[src/rtl/ct_spsram_pkg.sv]
// Shared sizing and FSM encoding for the single-port SRAM access controller.
package ct_spsram_pkg;
   localparam int ADDR_WIDTH = 11;
   localparam int DATA_WIDTH = 32;
   localparam int DEPTH      = 2048;
   localparam int RSP_DEPTH  = 2;

   typedef enum logic {
      ST_INIT = 1'b0,
      ST_RUN  = 1'b1
   } state_t;
endpackage

[src/rtl/ct_spsram_acc_ctrl_if.sv]
// Request/response bus of the SRAM access controller; valid/ready on both sides.
interface ct_spsram_acc_ctrl_if #(
   parameter int ADDR_WIDTH = ct_spsram_pkg::ADDR_WIDTH,
   parameter int DATA_WIDTH = ct_spsram_pkg::DATA_WIDTH
);
   import ct_spsram_pkg::*;

   logic                    req_vld;
   logic                    req_rdy;
   logic                    req_wr;
   logic [ADDR_WIDTH-1:0]   req_addr;
   logic [DATA_WIDTH-1:0]   req_wdata;
   logic [DATA_WIDTH/8-1:0] req_be;
   logic                    rsp_vld;
   logic                    rsp_rdy;
   logic [DATA_WIDTH-1:0]   rsp_rdata;

   modport master (
      output req_vld, req_wr, req_addr, req_wdata, req_be, rsp_rdy,
      input  req_rdy, rsp_vld, rsp_rdata
   );

   modport slave (
      input  req_vld, req_wr, req_addr, req_wdata, req_be, rsp_rdy,
      output req_rdy, rsp_vld, rsp_rdata
   );
endinterface

[src/rtl/ct_spsram_rsp_fifo.sv]
// Two-entry read response FIFO; push lands the next cycle, head is combinational.
// Overflow is prevented upstream by the controller's ready term.
module ct_spsram_rsp_fifo #(
   parameter int DATA_WIDTH = ct_spsram_pkg::DATA_WIDTH
) (
   input  logic                  CLK,
   input  logic                  RST,
   input  logic                  push,
   input  logic [DATA_WIDTH-1:0] push_dat,
   input  logic                  pop,
   output logic [DATA_WIDTH-1:0] pop_dat,
   output logic [1:0]            count
);
   import ct_spsram_pkg::*;

   logic [DATA_WIDTH-1:0] mem [RSP_DEPTH];
   logic                  wptr;
   logic                  rptr;

   always_ff @(posedge CLK) begin
      if (RST) begin
         wptr  <= 1'b0;
         rptr  <= 1'b0;
         count <= 2'd0;
      end else begin
         if (push) begin
            mem[wptr] <= push_dat;
            wptr      <= ~wptr;
         end
         if (pop) begin
            rptr <= ~rptr;
         end
         case ({push, pop})
            2'b10:   count <= count + 2'd1;
            2'b01:   count <= count - 2'd1;
            default: count <= count;
         endcase
      end
   end

   assign pop_dat = mem[rptr];
endmodule

[src/rtl/ct_spsram_acc_ctrl.sv]
// Single-port SRAM controller: zero-fills the array after reset/clr_req, then serves
// byte-masked writes and 2-cycle reads; req_rdy drops once two reads are owed.
module ct_spsram_acc_ctrl #(
   parameter int ADDR_WIDTH = ct_spsram_pkg::ADDR_WIDTH,
   parameter int DATA_WIDTH = ct_spsram_pkg::DATA_WIDTH,
   parameter int DEPTH      = ct_spsram_pkg::DEPTH
) (
   input  logic                  CLK,
   input  logic                  RST,
   input  logic                  clr_req,
   output logic                  init_done,
   ct_spsram_acc_ctrl_if.slave   bus,
   output logic [ADDR_WIDTH-1:0] A,
   output logic                  CEN,
   output logic                  GWEN,
   output logic [DATA_WIDTH-1:0] WEN,
   output logic [DATA_WIDTH-1:0] D,
   input  logic [DATA_WIDTH-1:0] Q
);
   import ct_spsram_pkg::*;

   localparam logic [ADDR_WIDTH-1:0] LAST = ADDR_WIDTH'(DEPTH - 1);

   state_t                state;
   logic [ADDR_WIDTH-1:0] cnt;
   logic [ADDR_WIDTH-1:0] a_q;
   logic [DATA_WIDTH-1:0] d_q;
   logic                  done_q;
   logic                  rd_inflight;
   logic [1:0]            fifo_count;
   logic                  acc;
   logic                  acc_rd;
   logic                  init_wr;
   logic                  pop;
   logic [DATA_WIDTH-1:0] be_wen;

   // Outputs are gated by RST because reset is only sampled at the clock edge.
   assign bus.req_rdy = !RST && (state == ST_RUN) &&
                        ((fifo_count + {1'b0, rd_inflight}) < 2'd2);
   assign acc         = bus.req_vld && bus.req_rdy;
   assign acc_rd      = acc && !bus.req_wr;
   assign init_wr     = !RST && (state == ST_INIT);
   assign init_done   = done_q && !RST;
   assign bus.rsp_vld = !RST && (fifo_count != 2'd0);
   assign pop         = bus.rsp_vld && bus.rsp_rdy;

   always_comb begin
      be_wen = '1;
      for (int k = 0; k < DATA_WIDTH/8; k++) begin
         if (bus.req_be[k]) be_wen[8*k +: 8] = 8'h00;
      end
      A    = a_q;
      D    = d_q;
      CEN  = 1'b1;
      GWEN = 1'b1;
      WEN  = '1;
      if (init_wr) begin
         A    = cnt;
         D    = '0;
         CEN  = 1'b0;
         GWEN = 1'b0;
         WEN  = '0;
      end else if (acc) begin
         A   = bus.req_addr;
         CEN = 1'b0;
         if (bus.req_wr) begin
            D    = bus.req_wdata;
            GWEN = ~|bus.req_be;
            WEN  = be_wen;
         end
      end
   end

   always_ff @(posedge CLK) begin
      if (RST) begin
         state       <= ST_INIT;
         cnt         <= '0;
         done_q      <= 1'b0;
         rd_inflight <= 1'b0;
         a_q         <= '0;
         d_q         <= '0;
      end else begin
         rd_inflight <= acc_rd;
         if (!CEN) begin
            a_q <= A;
            d_q <= D;
         end
         case (state)
            ST_INIT: begin
               if (clr_req) begin
                  cnt <= '0;
               end else if (cnt == LAST) begin
                  state  <= ST_RUN;
                  done_q <= 1'b1;
                  cnt    <= '0;
               end else begin
                  cnt <= cnt + ADDR_WIDTH'(1);
               end
            end
            ST_RUN: begin
               if (clr_req) begin
                  state  <= ST_INIT;
                  cnt    <= '0;
                  done_q <= 1'b0;
               end
            end
            default: state <= ST_INIT;
         endcase
      end
   end

   ct_spsram_rsp_fifo #(.DATA_WIDTH(DATA_WIDTH)) u_rsp_fifo (
      .CLK      (CLK),
      .RST      (RST),
      .push     (rd_inflight),
      .push_dat (Q),
      .pop      (pop),
      .pop_dat  (bus.rsp_rdata),
      .count    (fifo_count)
   );
endmodule
[src/flat_wrapper.sv]
// flat-port wrapper written by rule: the top's interface ports become plain ports
module ct_spsram_acc_ctrl_flat import ct_spsram_pkg::*;
#(
   parameter int ADDR_WIDTH = ct_spsram_pkg::ADDR_WIDTH,
   parameter int DATA_WIDTH = ct_spsram_pkg::DATA_WIDTH,
   parameter int DEPTH      = ct_spsram_pkg::DEPTH
)
  (CLK, RST, clr_req, init_done, A, CEN, GWEN, WEN, D, Q, bus_req_vld, bus_req_wr, bus_req_addr, bus_req_wdata, bus_req_be, bus_rsp_rdy, bus_req_rdy, bus_rsp_vld, bus_rsp_rdata);
  ct_spsram_acc_ctrl_if #(.ADDR_WIDTH(ADDR_WIDTH), .DATA_WIDTH(DATA_WIDTH)) bus_i ();
  input  logic CLK;
  input  logic RST;
  input  logic clr_req;
  output logic init_done;
  output logic [ADDR_WIDTH-1:0] A;
  output logic CEN;
  output logic GWEN;
  output logic [DATA_WIDTH-1:0] WEN;
  output logic [DATA_WIDTH-1:0] D;
  input  logic [DATA_WIDTH-1:0] Q;
  input wire logic [$bits(bus_i.req_vld)-1:0] bus_req_vld;
  input wire logic [$bits(bus_i.req_wr)-1:0] bus_req_wr;
  input wire logic [$bits(bus_i.req_addr)-1:0] bus_req_addr;
  input wire logic [$bits(bus_i.req_wdata)-1:0] bus_req_wdata;
  input wire logic [$bits(bus_i.req_be)-1:0] bus_req_be;
  input wire logic [$bits(bus_i.rsp_rdy)-1:0] bus_rsp_rdy;
  output wire logic [$bits(bus_i.req_rdy)-1:0] bus_req_rdy;
  output wire logic [$bits(bus_i.rsp_vld)-1:0] bus_rsp_vld;
  output wire logic [$bits(bus_i.rsp_rdata)-1:0] bus_rsp_rdata;
  assign bus_i.req_vld = bus_req_vld;
  assign bus_i.req_wr = bus_req_wr;
  assign bus_i.req_addr = bus_req_addr;
  assign bus_i.req_wdata = bus_req_wdata;
  assign bus_i.req_be = bus_req_be;
  assign bus_i.rsp_rdy = bus_rsp_rdy;
  assign bus_req_rdy = bus_i.req_rdy;
  assign bus_rsp_vld = bus_i.rsp_vld;
  assign bus_rsp_rdata = bus_i.rsp_rdata;
  ct_spsram_acc_ctrl #(.ADDR_WIDTH(ADDR_WIDTH), .DATA_WIDTH(DATA_WIDTH), .DEPTH(DEPTH)) u_core (.CLK(CLK), .RST(RST), .clr_req(clr_req), .init_done(init_done), .bus(bus_i), .A(A), .CEN(CEN), .GWEN(GWEN), .WEN(WEN), .D(D), .Q(Q));
endmodule
[config.mk]
export PLATFORM = sky130hd
export DESIGN_NAME = ct_spsram_acc_ctrl_flat
export DESIGN_NICKNAME = d
export VERILOG_FILES = /design/src/rtl/ct_spsram_pkg.sv /design/src/rtl/ct_spsram_acc_ctrl_if.sv /design/src/rtl/ct_spsram_rsp_fifo.sv /design/src/rtl/ct_spsram_acc_ctrl.sv /design/src/flat_wrapper.sv
export SDC_FILE = /design/constraint.sdc
export NUM_CORES = 1
export LEC_CHECK = 0
export ABC_CLOCK_PERIOD_IN_PS = 4300
export CAP_MARGIN = 15
export CORE_MARGIN = 4
export CORE_UTILIZATION = 45
export CTS_CLUSTER_SIZE = 8
export DETAILED_ROUTE_END_ITERATION = 10
export PLACE_DENSITY = 0.81
export SLEW_MARGIN = 15
export SYNTH_ARGS = -nofsm -noshare
export SYNTH_HDL_FRONTEND = slang
export SYNTH_HIERARCHICAL = 1
export SYNTH_SLANG_ARGS = --single-unit
[constraint.sdc]
create_clock -name CLK -period 4.3 [get_ports CLK]
set_clock_uncertainty 0.15 [all_clocks]
set_input_delay 0.86 -clock CLK [delete_from_list [all_inputs] [get_ports CLK]]
set_output_delay 0.86 -clock CLK [all_outputs]
set_load 0.05 [all_outputs]
==> results of run 1 <==
power by group through the flow:
| stage | registers, W | clock network, W | logic, W |
|---|---|---|---|
| 6_report | 0.00127 | 0.00156 | 0.000304 |
| 3_5_place_dp | 0.00129 | 0 | 0.000304 |
| 3_3_place_gp | 0.00129 | 0 | 0.000301 |
| 4_1_cts | 0.00126 | 0.00159 | 0.000306 |
| 2_1_floorplan | 0.00129 | 0 | 0.000128 |
| 5_1_grt | 0.00126 | 0.00166 | 0.000317 |
worst max-delay path, delay by kind of cell:
| kind | cells | cell delay [ns] |
|---|---|---|
| buffers and inverters | 4 | 1.15 |
| and+or+nand+nor | 2 | 0.44 |
| AOI/OAI and AO/OA | 2 | 0.32 |
metal layers:
| metal | routed length, um | track usage, % | vias to the layer above |
|---|---|---|---|
| met5 | 0 | 0 | - |
| met4 | 125 | 6.269 | 0 |
| met3 | 1114 | 7.198 | 8 |
| met2 | 6920 | 34.28 | 163 |
| met1 | 5075 | 21.97 | 1870 |
| li1 | - | - | 1918 |
Yosys cell counts:
cell type | instances | area (sq um)
a211oi_1 | 11 | 82.58
a21oi_1 | 26 | 130.1
a31oi_1 | 1 | 6.260
and2_1 | 3 | 18.77
and2b_4 | 1 | 10.01
and3_1 | 3 | 18.77
and4_1 | 2 | 17.52
buf_12 | 1 | 20.02
buf_2 | 1 | 5.000
buf_4 | 36 | 270.3
buf_6 | 1 | 11.26
clkbuf_1 | 15 | 56.30
clkbuf_2 | 1 | 5.000
dfxtp_1 | 62 | 1241
edfxtp_1 | 64 | 1922
ha_1 | 2 | 25.02
inv_1 | 2 | 7.510
mux2_1 | 2 | 22.52
mux2_2 | 30 | 337.8
mux2i_1 | 43 | 430.4
nand2_1 | 6 | 22.52
nand2b_1 | 1 | 6.260
nand3_1 | 9 | 45.04
nand3_2 | 1 | 10.01
nand4_1 | 2 | 12.51
nor2_1 | 100 | 375.4
nor2b_1 | 3 | 18.77
nor3_1 | 4 | 20.02
nor3b_1 | 1 | 7.510
o2111ai_2 | 1 | 15.01
o211a_1 | 1 | 10.01
o211ai_1 | 1 | 7.510
o21a_1 | 1 | 7.510
o21ai_0 | 2 | 10.01
o32ai_1 | 1 | 8.760
or2_2 | 2 | 12.51
or3_1 | 1 | 6.260
or4_1 | 2 | 15.01
xnor2_1 | 4 | 35.03
xor2_1 | 5 | 43.79
state kept, by name, indices dropped and copies added, names as in the netlist, named ones only:
signal / cells
u_core/a_q: 11
u_core/u_rsp_fifo/count: 2
u_core/d_q: 32
u_core/u_rsp_fifo/wptr: 1
u_core/u_rsp_fifo/mem: 64
u_core/done_q: 1
u_core/u_rsp_fifo/rptr: 1
u_core/cnt: 11
u_core/state: 1
u_core/rd_inflight: 1
metrics by stage:
step / utilization (%) / hold slack, ns / cells / area, sq um / power (W)
after floorplan: - / 0.2992 / 455 / 5328 / 0.001418
after global placement: 69.38 / 0.3136 / 751 / 7990 / 0.001591
after detailed placement: 69.38 / 0.3210 / 751 / 7990 / 0.001594
after CTS: 75.07 / 0.3290 / 783 / 8645 / 0.003163
after global routing: 75.09 / 0.3514 / 783 / 8647 / 0.003242
final: 75.11 / 0.3266 / 784 / 8650 / 0.003131
logic make-up after synthesis:
kind of cell | count (synthesis) | share of synthesized area (%)
buffers and inverters | 57 | 7.045
xor gates and xnor gates | 9 | 1.479
muxes | 75 | 14.84
AOI/OAI and AO/OA | 45 | 5.214
adders and majority gates | 2 | 0.4696
DFF | 126 | 59.37
and+or+nand+nor | 141 | 11.58
path summary, 6_finish.rpt:
check                                     startpoint                         end  slack [ns]
max                                              RST                     WEN[28]        0.51
min                       u_core/done_q$_SDFFE_PP0P_  u_core/done_q$_SDFFE_PP0P_        0.33
max reg2reg  u_core/u_rsp_fifo/count[0]$_SDFFE_PP0P_  u_core/a_q[6]$_SDFFE_PP0N_        2.38
min reg2reg               u_core/done_q$_SDFFE_PP0P_  u_core/done_q$_SDFFE_PP0P_        0.33
area by class of cell:
cell class	count	area, sq um
Fill cell	754	2867
Timing Repair Buffer	208	2828
Multi-Input combinational cell	272	1815
Clock buffer	21	440.4
Antenna cell	1	2.502
Tap cell	143	178.9
Inverter	2	7.507
Sequential cell	126	3163
Clock inverter	11	214.0
==> results.py, run 1 <==
metrics = {
    "setup_path": {
        "timing.critical_path.fanout_max": 12,
        "critical_path.most_common_cell": "buf_4",
        "critPathKind": "primary input to output pin",
        "crit_slowest_cell": "clkdlybuf4s50_1",
        "timing.critical_path.arrival_ns": 2.78,
        "critPathRequiredTime_ns": 3.29,
        "critPathLaunchType": "primary input",
        "worst_setup_path_end_kind": "output pin",
        "cp_cell_sequence": "clkdlybuf4s50_1 > and2b_4 > o211a_1 > buf_4 > and2_1 > a21oi_1 > buf_4 > buf_12",
        "critical-path-max-stage-delay_ns": 0.48,
        "worst_reg2reg_path_length_in_cells": 5,
    },
    "placement": {
        "place.gp.congestion": 0.7635,
        "port_buf_inserts": 196,
        "dp_worst_setup_slack_ns": 0.4999,
        "dp_hpwl_um": 9463,
    },
    "timing": {
        "timing.final.setup_violations": 0,
        "report.final.hold_viol_count": 0,
        "max_transition_margin_pct": 56.75,
        "final.setup.tns_ns": 0,
        "setup_repair_after_global_routing_missed_its_margin": "no",
        "timing.final.ws_setup_ns": 0.5112,
        "max_clock_freq_mhz": 263.9,
        "finalCritPeriodShare_pct": 88.11,
        "min_period_ns": 3.789,
        "finalMaxSlewViolations": 0,
        "tightestPinTransition_ns": 0.6488,
    },
    "global_route": {
        "grt_first_pass_wirelength_um": 20620,
        "grt_start_max_net_pins": 37,
        "grt_remaining_overflow": 0,
        "grt_antenna_before_repair": 0,
        "grt.total_usage_pct": 19.50,
        "number_of_global_route_vias_before_repair": 4230,
    },
    "final_layout": {
        "fin_nets": 714,
        "mostFrequentLayoutCell": "clkdlybuf4s50_1",
        "area_growth_syn_to_layout_pct": 62.35,
        "layout.cells.most_common_list": "clkdlybuf4s50_1 (116), nor2_1 (99), buf_12 (78)",
        "drive_above_1_share_pct": 24.69,
    },
    "pwr": {
        "switching_power_of_the_nets_w": 0.0006225,
        "irDropWorstVdd_mv": 0.2350,
        "power_switching_share_pct": 19.89,
        "power_frac_comb_pct": 9.7,
        "p_int_w": 0.002508,
        "power.density_mw_per_mm2": 361.9,
        "seq_power_share_pct": 40.4,
        "power_frac_clock_pct": 49.9,
        "power_leakage_nw": 3.329,
    },
    "hold_path": {
        "min-delay-path-class": "flop to flop",
        "holdPathStages": 2,
    },
    "floorplanning": {
        "cell_rows": 39,
        "design.die.area_sq_mm": 0.01364,
        "fp.coreArea_sq_mm": 0.01152,
        "die_x_um": 116.8,
        "die_y_um": 116.8,
        "starting_density_of_the_core_pct": 46.26,
        "boundary_pins": 197,
    },
    "routing": {
        "wire_per_inst_um": 16.88,
        "totalWireLength_um": 13240,
        "drc_errors": 0,
        "routed-via-count": 3959,
        "drt_iter0_markers": 184,
        "firstDrtPassIters": 4,
        "drt.antenna.violating_nets": 0,
        "via_density": 5.050,
    },
    "clocking": {
        "worstSkewPairLatency_ns": 0.40,
        "numCtsBuffers": 17,
        "cts-hold-fix-buffers": 0,
        "cts_root_buffer": "clkbuf_16",
        "cts.repair_timing.setup_buffer_count": 0,
        "ctsHtreeMaxLevel": 4,
        "cts_resized": 0,
        "cts.sinks": 126,
        "tritoncts": "yes",
        "cts.reportedPaths.clkPinSlew_ns": 0.06,
        "max-clock-path-buffers": 2,
    },
    "synth": {
        "syn-instance-count": 455,
        "postSynthRegisterBits": 126,
        "ys.warnings.count": 6,
        "post_synthesis_area_per_instance_sq_um": 11.71,
        "seq_area_frac_synth_pct": 59.37,
        "mapped_cell_area_sq_mm": 0.005328,
        "synthDistinctLibCells": 40,
        "syn-num-nets": 542,
    },
    "outcome": {
        "status": "complete, no violations",
    },
    "run": {
        "maxCapViolations": 0,
    },
}
(Power assumes the default switching activity.)
==> run 2: changes to the inputs <==
--- a/config.mk
+++ b/config.mk
@@ -12,7 +12,7 @@
 export CTS_CLUSTER_SIZE = 8
 export DETAILED_ROUTE_END_ITERATION = 10
 export PLACE_DENSITY = 0.81
-export SLEW_MARGIN = 15
+export SLEW_MARGIN = 20
 export SYNTH_ARGS = -nofsm -noshare
 export SYNTH_HDL_FRONTEND = slang
 export SYNTH_HIERARCHICAL = 1
==> results.py, run 2 (synthesized netlist as in run 1, its figures left out) <==
metrics = {
    "outcome": {
        "status": "complete, no violations",
    },
    "global_route": {
        "number_of_global_route_vias_before_repair": 4137,
        "grt.total_usage_pct": 19.40,
        "grt_remaining_overflow": 0,
        "grt_antenna_before_repair": 0,
        "grt_start_max_net_pins": 37,
        "grt_first_pass_wirelength_um": 20550,
    },
    "setup_path": {
        "critPathKind": "primary input to output pin",
        "cp_cell_sequence": "clkdlybuf4s50_1 > and2b_4 > o211a_1 > buf_4 > and2_1 > a21oi_1 > buf_4 > buf_12",
        "crit_slowest_cell": "clkdlybuf4s50_1",
        "timing.critical_path.arrival_ns": 2.78,
        "cp.buffers_inverters": 4,
        "critPathLaunchType": "primary input",
        "critPathRequiredTime_ns": 3.29,
        "critical-path-max-stage-delay_ns": 0.48,
        "critical_path.most_common_cell": "buf_4",
        "timing.critical_path.fanout_max": 12,
        "worst_setup_path_end_kind": "output pin",
        "critical_path.top_delay_family": "buffers and inverters",
    },
    "final_layout": {
        "fin_nets": 714,
        "largest_register_ff_count": 64,
        "area_growth_syn_to_layout_pct": 61.84,
        "max_flop_register": "u_core/u_rsp_fifo/mem",
        "top_regs": "u_core/u_rsp_fifo/mem (64), u_core/d_q (32)",
        "mostFrequentLayoutCell": "clkdlybuf4s50_1",
        "layout.cells.most_common_list": "clkdlybuf4s50_1 (116), nor2_1 (99), buf_12 (78)",
        "drive_above_1_share_pct": 24.69,
        "antenna_cells_inserted": 0,
        "instances_no_fill": 783,
        "fillerInstances": 766,
    },
    "routing": {
        "routed-via-count": 3949,
        "wire_per_inst_um": 16.88,
        "totalWireLength_um": 13220,
        "drc_errors": 0,
        "firstDrtPassIters": 4,
        "via_density": 5.043,
        "drt_iter0_markers": 244,
        "drt.antenna.violating_nets": 0,
    },
    "floorplanning": {
        "boundary_pins": 197,
        "starting_density_of_the_core_pct": 46.26,
        "die_x_um": 116.8,
        "cell_rows": 39,
        "design.die.area_sq_mm": 0.01364,
        "fp.coreArea_sq_mm": 0.01152,
        "die_y_um": 116.8,
    },
    "timing": {
        "timing.final.setup_violations": 0,
        "setup_repair_after_global_routing_missed_its_margin": "no",
        "max_transition_margin_pct": 57.17,
        "finalMaxSlewViolations": 0,
        "finalCritPeriodShare_pct": 88.06,
        "max_clock_freq_mhz": 264.1,
        "report.final.hold_viol_count": 0,
        "min_period_ns": 3.787,
        "final.setup.tns_ns": 0,
        "tightestPinTransition_ns": 0.6425,
    },
    "pwr": {
        "power_leakage_nw": 3.319,
        "power.density_mw_per_mm2": 356.5,
        "irDropWorstVdd_mv": 0.2328,
    },
    "clocking": {
        "cts.repair_timing.setup_buffer_count": 0,
        "cts.reportedPaths.clkPinSlew_ns": 0.06,
        "tritoncts": "yes",
        "cts_root_buffer": "clkbuf_16",
        "cts.sinks": 126,
        "worstSkewPairLatency_ns": 0.40,
        "ctsHtreeMaxLevel": 4,
        "cts_resized": 0,
        "max-clock-path-buffers": 2,
        "numCtsBuffers": 17,
        "cts-hold-fix-buffers": 0,
    },
    "hold_path": {
        "min-delay-path-class": "flop to flop",
    },
    "placement": {
        "port_buf_inserts": 196,
        "placed_cell_count": 751,
        "dp_hpwl_um": 9499,
        "place.gp.congestion": 0.7635,
    },
    "run": {
        "maxCapViolations": 0,
    },
}
run 2: changes by cell type in the layout (fill, tap and decap cells not counted):
cell,change
bufinv_16,-1
clkinv_1,+1
clkbuf_1,-1
clkinv_2,+1
diode_2,-1
run 2: path summary, 6_finish.rpt:
kind,from,end,slack (ns),cells after the start
worst max-delay path,RST,WEN[28],0.51,8
worst min-delay path,u_core/done_q$_SDFFE_PP0P_,u_core/done_q$_SDFFE_PP0P_,0.33,2
worst max register to register,u_core/u_rsp_fifo/count[0]$_SDFFE_PP0P_,u_core/a_q[6]$_SDFFE_PP0N_,2.38,5
worst min register to register,u_core/done_q$_SDFFE_PP0P_,u_core/done_q$_SDFFE_PP0P_,0.33,2
run 2: where the power goes:
group          internal (W)  switching [W]  leakage, nW  total (W)
registers           0.00126     0.00000238         1.07    0.00127
logic              0.000159       0.000145         1.94   0.000304
clock network       0.00102       0.000481        0.303    0.00150
run 2: metrics by stage:
| step | utilization, % | worst slack (ns) | area [sq um] | hold WS [ns] | power, W |
|---|---|---|---|---|---|
| after floorplan | - | 0.2642 | 5328 | 0.2992 | 0.001418 |
| after global placement | 69.38 | 0.5666 | 7990 | 0.3136 | 0.001591 |
| after detailed placement | 69.40 | 0.5084 | 7993 | 0.3210 | 0.001594 |
| after CTS | 74.87 | 0.4923 | 8622 | 0.3289 | 0.003105 |
| after global routing | 74.87 | 0.4312 | 8622 | 0.3515 | 0.003186 |
| final | 74.87 | 0.5133 | 8622 | 0.3286 | 0.003073 |
run 2: area by class of cell:
| cell class | instances | area, sq um | area share [%] |
|---|---|---|---|
| sequential | 126 | 3163 | 36.69 |
| clock inverter | 12 | 192.7 | 2.235 |
| multi-input combinational | 272 | 1815 | 21.06 |
| timing repair buffer | 208 | 2828 | 32.80 |
| inverter | 2 | 7.507 | 0.08707 |
| clock buffer | 20 | 436.7 | 5.065 |
| tap | 143 | 178.9 | 2.075 |
run 2: routing by layer:
metal	track usage (%)	vias up	share of wire (%)
li1	-	1914	-
met1	22.75	1868	38
met2	33.71	157	52
met3	6.478	10	8.6
met4	5.963	0	1.2
met5	0	-	0
run 2: tightest hold or removal path, cell delays in order (launching register included):
cell and delay, ns:
dfxtp_1 0.30, nand2_1 0.05, o32ai_1 0.07
==> run 3: changes to the inputs <==
--- a/config.mk
+++ b/config.mk
@@ -5,13 +5,14 @@
 export SDC_FILE = /design/constraint.sdc
 export NUM_CORES = 1
 export LEC_CHECK = 0
+export ABC_AREA = 1
 export ABC_CLOCK_PERIOD_IN_PS = 4300
 export CAP_MARGIN = 15
 export CORE_MARGIN = 4
 export CORE_UTILIZATION = 45
 export CTS_CLUSTER_SIZE = 8
 export DETAILED_ROUTE_END_ITERATION = 10
-export PLACE_DENSITY = 0.81
+export PLACE_DENSITY = 0.79
 export SLEW_MARGIN = 20
 export SYNTH_ARGS = -nofsm -noshare
 export SYNTH_HDL_FRONTEND = slang
==> results.py, run 3 <==
metrics = {
    "synth": {
        "postSynthRegisterBits": 126,
        "synth_top_cell_area_share_pct": 32.36,
        "synthXorXnorAreaFrac_pct": 0.5898,
        "muxShareOfSynthArea_pct": 7.963,
        "seq_area_frac_synth_pct": 53.25,
        "synth-edff-count": 64,
        "synth_adder_area_share_pct": 0.4213,
        "synthDistinctLibCells": 31,
        "asyncSetResetFlopFracSynth_pct": 0,
        "post_synth_main_area_contributors": "edfxtp_1 (32%), dfxtp_1 (21%), nand2_1 (16%)",
        "ys.warnings.count": 6,
        "syn-instance-count": 649,
        "mapped_cell_area_sq_mm": 0.005939,
        "synth_compound_gate_area_share_pct": 4.424,
        "ys_top_cells_by_count": "nand2_1 (249), edfxtp_1 (64), dfxtp_1 (62)",
        "syn-num-nets": 736,
        "synth_most_common_cell": "nand2_1",
        "post_synthesis_area_per_instance_sq_um": 9.152,
        "synth-main-ff-cell": "edfxtp_1",
        "synth_top_family_by_area": "simple AND/OR/NAND/NOR gates",
        "synth_area_leader_cell": "edfxtp_1",
        "synth_simple_gate_area_share_pct": 23.57,
    },
    "global_route": {
        "grt_remaining_overflow": 0,
        "number_of_global_route_vias_before_repair": 4913,
        "grt_first_pass_wirelength_um": 23260,
        "grt.total_usage_pct": 19.67,
        "grt_antenna_before_repair": 0,
        "grt_start_max_net_pins": 49,
    },
    "routing": {
        "wire_per_inst_um": 14.98,
        "routed-via-count": 4997,
        "drt_iter0_markers": 364,
        "drc_errors": 0,
        "totalWireLength_um": 15000,
        "drt.antenna.violating_nets": 0,
        "via_density": 4.992,
        "firstDrtPassIters": 5,
    },
    "placement": {
        "dp_hpwl_um": 10560,
        "port_buf_inserts": 196,
        "place.gp.congestion": 0.8902,
    },
    "outcome": {
        "status": "complete, no violations",
    },
    "floorplanning": {
        "fp.coreArea_sq_mm": 0.01277,
        "design.die.area_sq_mm": 0.01510,
        "starting_density_of_the_core_pct": 46.50,
        "cell_rows": 41,
        "die_x_um": 122.9,
        "die_y_um": 122.9,
        "boundary_pins": 197,
    },
    "clocking": {
        "worstSkewPairLatency_ns": 0.40,
        "cts_resized": 0,
        "ctsHtreeMaxLevel": 4,
        "cts-hold-fix-buffers": 0,
        "cts.reportedPaths.clkPinSlew_ns": 0.05,
        "cts.repair_timing.setup_buffer_count": 0,
        "cts.sinks": 126,
        "cts_root_buffer": "clkbuf_16",
        "numCtsBuffers": 17,
        "tritoncts": "yes",
        "max-clock-path-buffers": 2,
    },
    "pwr": {
        "power_leakage_nw": 3.516,
        "power.density_mw_per_mm2": 374.4,
        "irDropWorstVdd_mv": 0.2135,
    },
    "timing": {
        "min_period_ns": 3.985,
        "hold_ws_ns": 0.3223,
        "max_transition_margin_pct": 56.32,
        "finalCritPeriodShare_pct": 92.67,
        "timing.final.setup_violations": 0,
        "report.final.hold_viol_count": 0,
        "finalMaxSlewViolations": 0,
        "tightestPinTransition_ns": 0.6543,
        "setup_repair_after_global_routing_missed_its_margin": "no",
        "final.setup.tns_ns": 0,
        "max_clock_freq_mhz": 251.0,
    },
    "final_layout": {
        "fillerInstances": 993,
        "fin_nets": 903,
        "antenna_cells_inserted": 0,
        "area_growth_syn_to_layout_pct": 38.76,
        "layout.cells.most_common_list": "nand2_1 (249), clkdlybuf4s50_1 (129), buf_4 (74)",
        "top_regs": "u_core/u_rsp_fifo/mem (64), u_core/d_q (32)",
        "max_flop_register": "u_core/u_rsp_fifo/mem",
        "drive_above_1_share_pct": 17.97,
        "seq_area_sq_mm": 0.003164,
        "final_core_util_pct": 64.52,
        "mostFrequentLayoutCell": "nand2_1",
        "largest_register_ff_count": 64,
        "multi_input_comb_area_sq_mm": 0.002203,
    },
    "hold_path": {
        "hold_start": "u_core/u_rsp_fifo/wptr$_SDFFE_PP0P_",
        "min-delay-path-class": "flop to flop",
        "holdPathStages": 2,
        "worstHoldEndpoint": "u_core/u_rsp_fifo/wptr$_SDFFE_PP0P_",
    },
    "setup_path": {
        "worst_reg2reg_path_length_in_cells": 7,
        "critical-path-max-stage-delay_ns": 0.82,
        "reg2reg_end": "u_core/d_q[11]$_SDFFE_PP0N_",
        "timing.critical_path.arrival_ns": 2.97,
        "cp.buffers_inverters": 2,
        "cp_cell_sequence": "clkdlybuf4s50_1 > nand3_4 > nand3_1 > nand3_1 > clkdlybuf4s50_1",
        "timing.rr.start": "u_core/u_rsp_fifo/count[0]$_SDFFE_PP0P_",
        "worst_setup_path_end_kind": "output pin",
        "timing.critical_path.fanout_max": 15,
        "slack_of_the_worst_reg_to_reg_path_ns": 2.02,
        "crit_slowest_cell": "clkdlybuf4s50_1",
        "critPathKind": "primary input to output pin",
        "critical_path.top_delay_family": "buffers and inverters",
        "critPathLaunchType": "primary input",
        "critPathRequiredTime_ns": 3.29,
    },
    "run": {
        "maxCapViolations": 0,
    },
}
[run 3: report_power, final]
part | switching (W) | internal (W)
combinational | 0.000141 | 0.000105
sequential | 0.00000298 | 0.00126
clock | 0.000499 | 0.00107
total | 0.000643 | 0.00244
[run 3: logic make-up (layout without fill, tap and decap cells)]
kind of cell,count (synthesis),after routing
flip-flops,126,126
XOR/XNOR,4,4
buffers and inverters,92,272
AND/OR/NAND/NOR,341,341
adder cells (fa/ha/maj),2,2
multiplexers,32,32
AO/OA/AOI/OAI,52,52
[run 3: cell type report]
class                   count  share of cell area, %
flip-flops and latches    126                  38.39
multi-input cells         431                  26.73
repair buffers            205                  22.71
clock buffers              17                  5.162
clock inverters            15                  2.702
well taps                 172                  2.611
inverters                  35                  1.685
[run 3: worst min-delay path: cells and delay by family (launching register included)]
kind,cells,cell delay (ns)
DFF,1,0.31
and+or+nand+nor,1,0.06
AOI/OAI and AO/OA,1,0.06
[run 3: how the worst max path moves through the flow]
stage | cells after the start | end | start | slack [ns]
after global placement | 7 | D[6] | bus_req_vld | 0.42
after floorplan | 9 | WEN[10] | RST | 0.50
after CTS | 7 | D[6] | bus_req_vld | 0.34
final | 5 | A[5] | bus_req_vld | 0.32
after detailed placement | 7 | D[6] | bus_req_vld | 0.35
after global routing | 7 | D[5] | bus_req_vld | 0.15
[run 3: per-stage QoR]
| step | total power (W) | instance area, sq um | setup WS [ns] | std cells |
|---|---|---|---|---|
| finish | 0.003086 | 8242 | 0.3152 | 1001 |
| floorplan | 0.001429 | 5939 | 0.5006 | 649 |
| CTS | 0.003113 | 8242 | 0.3401 | 1001 |
| detailed placement | 0.001537 | 7594 | 0.3473 | 969 |
| global placement | 0.001532 | 7594 | 0.4151 | 969 |
| global route | 0.003176 | 8242 | 0.1504 | 1001 |
[run 3: routing by layer]
metal | vias to the layer above | GRT usage [%] | wire length, um | share of wire (%)
met5 | - | 0 | 0 | 0
met4 | 0 | 7.768 | 269 | 1.8
met3 | 31 | 6.175 | 1304 | 8.7
met2 | 236 | 32.90 | 7246 | 48
met1 | 2291 | 23.59 | 6176 | 41
li1 | 2439 | - | - | -
